`config.mk`:
```
export PLATFORM = sky130hd
export DESIGN_NAME = world_city_sched
export DESIGN_NICKNAME = d
export VERILOG_FILES = /design/src/rtl/world_city_sched.sv
export SDC_FILE = /design/constraint.sdc
export NUM_CORES = 1
export LEC_CHECK = 0
export BUFFER_PORTS_ARGS = -buffer_cell sky130_fd_sc_hd__buf_2
export CAP_MARGIN = 30
export CORE_MARGIN = 2
export CORE_UTILIZATION = 55
export DETAILED_ROUTE_END_ITERATION = 8
export GPL_TIMING_DRIVEN = 0
export PLACE_DENSITY = 0.75
export SLEW_MARGIN = 20
export SYNTH_ARGS = -nofsm -noshare
export SYNTH_HDL_FRONTEND = slang
export SYNTH_SLANG_ARGS = --single-unit
```
`constraint.sdc`:
```
create_clock -name CLK -period 1.75 [get_ports CLK]
set_input_delay 0 -clock CLK [delete_from_list [all_inputs] [get_ports CLK]]
set_output_delay 0 -clock CLK [all_outputs]
set_load 0.02 [all_outputs]
```
`src/rtl/world_city_sched.sv`:
```
// City-index controller: manual step, timed auto-scan and post-press hold-off, with change strobe and blank window.
// Latency: a button edge or dwell expiry updates CITY_SEL on the sampling edge; inputs are sampled every cycle, so there is no backpressure.
module world_city_sched #(
  parameter int N_CITY    = 4,
  parameter int DWELL     = 5,
  parameter int HOLD      = 10,
  parameter int BLANK_CYC = 2
) (
  input  logic       CLK,
  input  logic       RESETN,
  input  logic       SEC_TICK,
  input  logic       BTN_NEXT,
  input  logic       BTN_MODE,
  output logic [2:0] CITY_SEL,
  output logic       AUTO,
  output logic       HOLD_ACT,
  output logic       SEL_CHG,
  output logic       BLANK
);

  localparam int MAXC = (DWELL > HOLD) ? DWELL : HOLD;
  localparam int CW   = (MAXC > 1) ? $clog2(MAXC) : 1;
  localparam int BW   = $clog2(BLANK_CYC + 1);

  typedef enum logic [1:0] {MANUAL, AUTO_RUN, AUTO_HOLD} state_t;

  state_t          state_q, state_d;
  logic [CW-1:0]   dwell_q, dwell_d;
  logic [CW-1:0]   hold_q, hold_d;
  logic [BW-1:0]   blank_cnt_q, blank_cnt_d;
  logic [2:0]      city_q, city_d;
  logic            nxt_q, nxt_d;
  logic            mode_q, mode_d;
  logic            auto_q, auto_d;
  logic            hold_act_q, hold_act_d;
  logic            sel_chg_q, sel_chg_d;
  logic            blank_q, blank_d;
  logic            nxt_edge, mode_edge, adv;

  // Previous levels reset high so a button held through reset must be released first.
  assign nxt_edge  = BTN_NEXT & ~nxt_q;
  assign mode_edge = BTN_MODE & ~mode_q;

  always_comb begin
    state_d = state_q;
    dwell_d = dwell_q;
    hold_d  = hold_q;
    adv     = 1'b0;
    nxt_d   = BTN_NEXT;
    mode_d  = BTN_MODE;
    case (state_q)
      MANUAL: begin
        adv = nxt_edge;
        if (mode_edge) begin
          state_d = AUTO_RUN;
          dwell_d = '0;
          hold_d  = '0;
        end
      end
      AUTO_RUN: begin
        if (mode_edge) begin
          adv     = nxt_edge;
          state_d = MANUAL;
          dwell_d = '0;
          hold_d  = '0;
        end else if (nxt_edge) begin
          adv     = 1'b1;
          state_d = AUTO_HOLD;
          dwell_d = '0;
          hold_d  = '0;
        end else if (SEC_TICK) begin
          if (dwell_q == CW'(DWELL - 1)) begin
            adv     = 1'b1;
            dwell_d = '0;
          end else begin
            dwell_d = dwell_q + CW'(1);
          end
        end
      end
      AUTO_HOLD: begin
        if (mode_edge) begin
          adv     = nxt_edge;
          state_d = MANUAL;
          dwell_d = '0;
          hold_d  = '0;
        end else if (nxt_edge) begin
          adv    = 1'b1;
          hold_d = '0;
        end else if (SEC_TICK) begin
          if (hold_q == CW'(HOLD - 1)) begin
            state_d = AUTO_RUN;
            dwell_d = '0;
            hold_d  = '0;
          end else begin
            hold_d = hold_q + CW'(1);
          end
        end
      end
      default: begin
        state_d = MANUAL;
        dwell_d = '0;
        hold_d  = '0;
      end
    endcase

    city_d = city_q;
    if (adv) city_d = (city_q == 3'(N_CITY - 1)) ? 3'd0 : city_q + 3'd1;

    // Each change reloads the blank window, so BLANK covers the last change in a burst.
    if (adv)                   blank_cnt_d = BW'(BLANK_CYC);
    else if (blank_cnt_q != '0) blank_cnt_d = blank_cnt_q - BW'(1);
    else                       blank_cnt_d = '0;

    auto_d     = (state_d != MANUAL);
    hold_act_d = (state_d == AUTO_HOLD);
    sel_chg_d  = adv;
    blank_d    = (blank_cnt_d != '0);
  end

  always_ff @(posedge CLK or negedge RESETN) begin
    if (!RESETN) begin
      state_q     <= MANUAL;
      dwell_q     <= '0;
      hold_q      <= '0;
      blank_cnt_q <= '0;
      city_q      <= 3'd0;
      nxt_q       <= 1'b1;
      mode_q      <= 1'b1;
      auto_q      <= 1'b0;
      hold_act_q  <= 1'b0;
      sel_chg_q   <= 1'b0;
      blank_q     <= 1'b0;
    end else begin
      state_q     <= state_d;
      dwell_q     <= dwell_d;
      hold_q      <= hold_d;
      blank_cnt_q <= blank_cnt_d;
      city_q      <= city_d;
      nxt_q       <= nxt_d;
      mode_q      <= mode_d;
      auto_q      <= auto_d;
      hold_act_q  <= hold_act_d;
      sel_chg_q   <= sel_chg_d;
      blank_q     <= blank_d;
    end
  end

  assign CITY_SEL = city_q;
  assign AUTO     = auto_q;
  assign HOLD_ACT = hold_act_q;
  assign SEL_CHG  = sel_chg_q;
  assign BLANK    = blank_q;

endmodule

```
== After elaboration in Yosys (flattened, before gate mapping) ==
Index checks and enable logic that the tools add are counted.

* Logic and storage cells: 73
* Output and inout port bits: 7
* Bits of input ports: 5
* Bits in registers: 21

* Eq/ne operators: 13
* Reductions and logical operators: 6
* Add/sub/neg operators: 4
* Bitwise logic cells: 4
* Multiplexer cells: 35

{| class="wikitable"
|+ Operators with widths
! cell !! count
|-
| $mux 4 || 15
|-
| $pmux 4 s3 || 2
|-
| $mux 2 || 9
|-
| $ne 3x3->1 const B || 4
|-
| $add 4x1->4 const B || 2
|-
| $ne 4x4->1 const B || 2
|-
| $mux 1 || 6
|-
| $pmux 2 s3 || 1
|-
| $reduce_bool 2->1 || 3
|-
| $reduce_and 5->1 || 1
|-
| $eq 2x2->1 const B || 2
|-
| $eq 4x3->1 const B || 1
|-
| $eq 4x4->1 const B || 1
|-
| $add 3x1->3 const B || 1
|-
| $eq 3x2->1 const B || 1
|-
| $mux 3 || 1
|-
| $pmux 1 s3 || 1
|-
| $reduce_and 3->1 || 1
|-
| $and 1x1->1 || 2
|-
| $eq 2x1->1 const B || 1
|-
| $logic_not 2->1 || 1
|-
| $ne 2x2->1 const B || 1
|-
| $not 1->1 || 2
|-
| $sub 2x1->2 const B || 1
|}

== Logic depth before layout (Yosys ltp) ==
* Depth after elaboration: 8
* Mapped depth: 7
* Mapped depth without buffers: 7

== Least setup slack after synthesis ==
Ideal clock, no wire load.

* Kind: register to register
* From: register dwell_q[0]
* To: register city_q[0] (netlist: CITY_SEL[0])
* Cell stages (with the launch flop): 8
* Path slack: 0.244 ns
* Arrival: 1.381 ns
* Required time: 1.625 ns
* Period minus slack after synthesis: 1.506 ns
* Setup time: 0.125 ns
* Path buffers: 0
* Cell sequence: dfrtp_1 > inv_1 > ha_1 > nand3b_1 > nor3_2 > o21ai_2 > inv_2 > mux2_4

* Word-level cells in the longest chain between the ends: 6

{| class="wikitable"
|+ Ends and longest elaborated chain
! item !! line !! RTL
|-
| start: declaration || 28 || <nowiki>logic [CW-1:0] dwell_q, dwell_d;</nowiki>
|-
| start signal: assignment || 135 || <nowiki>dwell_q <= dwell_d;</nowiki>
|-
| $eq 4x3->1 || 72 || <nowiki>if (dwell_q == CW'(DWELL - 1)) begin</nowiki>
|-
| $mux 1 || 72 ||
|-
| $mux 1 || 71 || <nowiki>end else if (SEC_TICK) begin</nowiki>
|-
| $mux 1 || 66 || <nowiki>end else if (nxt_edge) begin</nowiki>
|-
| $mux 1 || 61 || <nowiki>if (mode_edge) begin</nowiki>
|-
| $pmux 1 s3 || 51 || <nowiki>case (state_q)</nowiki>
|-
| named net adv || 38 || <nowiki>logic nxt_edge, mode_edge, adv;</nowiki>
|-
| end signal: assignment || 138 || <nowiki>city_q <= city_d;</nowiki>
|-
| end: declaration || 31 || <nowiki>logic [2:0] city_q, city_d;</nowiki>
|}

The timed path passes the listed nets, and every way through them passes these cells.
A chain may end at the register's enable or synchronous reset.

== Worst setup path in the final report ==
Ends and elaborated chain as after synthesis.

==> run_results.csv <==
group,metric,value,unit
status,outcome,"finished clean",
flow_run,drv_cap,0,
power_and_ir_drop,power.internal,840,uW
placed_design,io_buffers,11,
synth,yosysMostFrequentCell,"dfrtp_1",
synth,seq_area_frac_synth,47.2,%
synth,syn_avg_cell_area,10.8,um^2
cells_and_area,syn2layout_area_growth,13.1,%
floorplanning,die_area,0.00241,mm^2
placed_design,pre_cts_ws,0.107,ns
timing,period_minus_slack,1.60,ns
synth,ys_types,38,
setup_path,reg2reg_to,"CITY_SEL[0]",
setup_path,slowest_stage,"dfrtp_1",
grt,antenna_found_initial,0,
setup_path,start_kind,"flip-flop",
synth,synth_top_area_cell,"dfrtp_1",
synth,synth_top_area_share,42.5,%
power_and_ir_drop,p_per_area,1010,mW/mm^2
synth,synth_cells,104,
synth,syn-num-nets,114,
floorplanning,die_h,49.1,um
min_path,hold_start,"SEC_TICK",
timing,finalSetupViolCount,0,
grt,grt_pass1_wl,3320,um
detailed_routing,finalWirelength,1860,um
detailed_routing,met3_wirelength,75,um
floorplanning,rows,16,
setup_path,r2r_start,"dwell_q[0]",
setup_path,path_class,"reg2reg",
clocking,clockBufferDepth,2,
setup_path,worstPathRequired,1.95,ns
placed_design,place.gp.congestion,0.756,
timing,fmax,625,MHz
synth,ys.flop_type,"dfrtp_1",
timing,relSlewSlack,70.1,%
clocking,tritoncts,"done",
power_and_ir_drop,seq_power_share,48.1,%
power_and_ir_drop,clkPwrFrac,18.1,%
cells_and_area,layout-drive-gt1-share,23.8,%
cells_and_area,diodes,0,
timing,clock_skew,0.00983,ns
detailed_routing,detail-route-antenna-nets,0,
detailed_routing,wl_met1,875,um
setup_path,worst_path_dominant_cell_family,"flip-flops",
power_and_ir_drop,power_frac_comb,33.7,%
timing,hold_viol,0,
min_path,hold_path_class,"in2reg",
timing,maxSlewViolCount,0,
cells_and_area,nets,133,
detailed_routing,drc_errors,0,
cells_and_area,fillers,156,
synth,syn-cell-area,0.00112,mm^2
grt,grt_overflow,0,
floorplanning,io_pins,12,
setup_path,cp-end-kind,"flip-flop",
floorplanning,die_x,49.1,um
clocking,clk_latency,0.31,ns
setup_path,arrival,1.80,ns
power_and_ir_drop,swShare,34.3,%
clocking,clock-root-buffer,"clkbuf_4",
min_path,min_delay_path_depth,3,
grt,gr-usage-all-layers,18.0,%
power_and_ir_drop,ir_drop,0.978,mV
timing,fin_crit_sh,91.5,%
setup_path,rrSetupSlack,0.15,ns
floorplanning,core_area,0.00194,mm^2
detailed_routing,drtPass1Iterations,4,
detailed_routing,vias,802,
setup_path,critical_path.max_stage_delay,0.42,ns
grt,grt_max_degree,22,
setup_path,r2r_cells,7,
cells_and_area,multi_input_area,542,um^2
synth,synthTopCellsByCount,"dfrtp_1 (19), nand2_1 (9), inv_1 (8)",
setup_path,crit_path_max_fanout,5,
synth,yosysWarningCount,0,
setup_path,worstPathCellList,"inv_1 -> ha_1 -> nand3b_1 -> nor3_2 -> o21ai_2 -> inv_2 -> mux2_4",
placed_design,dp_hpwl,1370,um
min_path,whs_endpoint,"hold_q[3]",
timing,tns,0,ns
floorplanning,initial_utilization,57.6,%
power_and_ir_drop,leakagePower,0.000594,uW
timing,fin_ws,0.150,ns
synth,synth.ff_latch_count,21,
power_and_ir_drop,switchingPower,438,uW
grt,first_global_vias,786,
synth,synth-edff-count,0,
detailed_routing,wl_per_cell,12.5,um
timing,worstMarginPinSlew,0.449,ns
clocking,clkTransAtPathRegs,0.12,ns
detailed_routing,highest_layer,"met4",
synth,synth_area_leaders,"dfrtp_1 (43%), ha_1 (5.6%), dfstp_2 (4.7%)",
clocking,cts_buffers,3,
detailed_routing,wl_met2,882,um
setup_path,path_buf_inv,2,
detailed_routing,vias_per_cell,5.38,
timing,rsz0062_at_grt,"no",
clocking,htreeDepth,1,
synth,async_flop_share,100,%
cells_and_area,seqCellArea,528,um^2
clocking,clock_sinks,21,
detailed_routing,drt_iter0_markers,25,
==> what timing repair did <==
item	4_1_cts	5_1_grt
endpoints found under the hold margin	23	0
gates resized for setup	0	0
setup endpoints to repair	0	2
setup buffers	0	0
hold buffers	3	0
==> worst max-delay path by stage <==
stage	start	end	slack, ns	cells past startpoint
floorplan	dwell_q[0]	CITY_SEL[0]	0.24	7
global placement	dwell_q[0]	CITY_SEL[1]	0.14	7
detailed placement	dwell_q[0]	CITY_SEL[1]	0.11	7
CTS	dwell_q[0]	CITY_SEL[0]	0.08	7
global route	dwell_q[0]	CITY_SEL[0]	0.07	7
finish	dwell_q[0]	CITY_SEL[0]	0.15	7
==> cells by family (layout without fill, tap and decap cells) <==
kind of cell / count (synthesis) / after routing / synth area share (%)
mux: 6 / 6 / 6.38
xor+xnor: 1 / 1 / 0.783
compound gates: 20 / 20 / 13.9
buf+inv: 11 / 29 / 4.36
simple gates: 40 / 40 / 21.8
flops: 21 / 21 / 47.2
fa+ha+maj: 5 / 5 / 5.59
==> power by group through the flow <==
stage | Clock [uW] | Sequential [uW] | Combinational [uW]
floorplan | 0 | 678 | 258
global placement | 0 | 620 | 416
detailed placement | 0 | 625 | 429
CTS | 238 | 615 | 436
global route | 254 | 627 | 486
finish | 232 | 615 | 431
==> worst min-delay path: cells and delay by family <==
kind	cells	cell delay, ns
buffers and inverters	1	0.15
and+or+nand+nor	1	0.07
AOI/OAI and AO/OA	1	0.08
==> final cells by class <==
class,count,share of cell area [%]
multi-input cells,72,42.8
flip-flops and latches,21,41.7
repair buffers,14,6.73
inverters,9,2.67
well taps,27,2.67
clock buffers,3,1.78
plain buffers,2,1.19
clock inverters,1,0.396
==> placed cells by master (no fill, tap or decap), types with 4 or more instances in the layout <==
cell      synthesis  layout
a21oi_1           4       4
buf_2             0      11
o22ai_1           4       4
ha_1              5       5
nand3_1           4       4
inv_1             8       8
nand3b_1          4       4
nand2_1           9       9
nor2_1            7       7
dfrtp_1          19      19
==> per-layer routing <==
metal	track usage [%]	up-vias
li1	-	401
met1	22.8	379
met2	29.3	18
met3	5.21	4
met4	6.67	0
met5	0	-
==> state kept, by name (all words and copies together) (netlist names) <==
register / cells
hold_q: 4
SEL_CHG: 1
blank_cnt_q: 2
CITY_SEL: 3
state_q: 2
BLANK: 1
nxt_q: 1
AUTO: 1
mode_q: 1
HOLD_ACT: 1
dwell_q: 4
==> metrics by stage <==
stage	total power [uW]	util [%]	std cells	instance area, um^2	hold slack [ns]
finish	1280	65.1	149	1260	0.0354
global route	1370	65.1	149	1260	0.0600
CTS	1290	65.1	149	1260	0.0385
detailed placement	1050	62.2	142	1210	-0.0261
global placement	1040	62.2	142	1210	-0.0216
floorplan	936	-	104	1120	-0.296
Power figures use the tool's default switching activity.
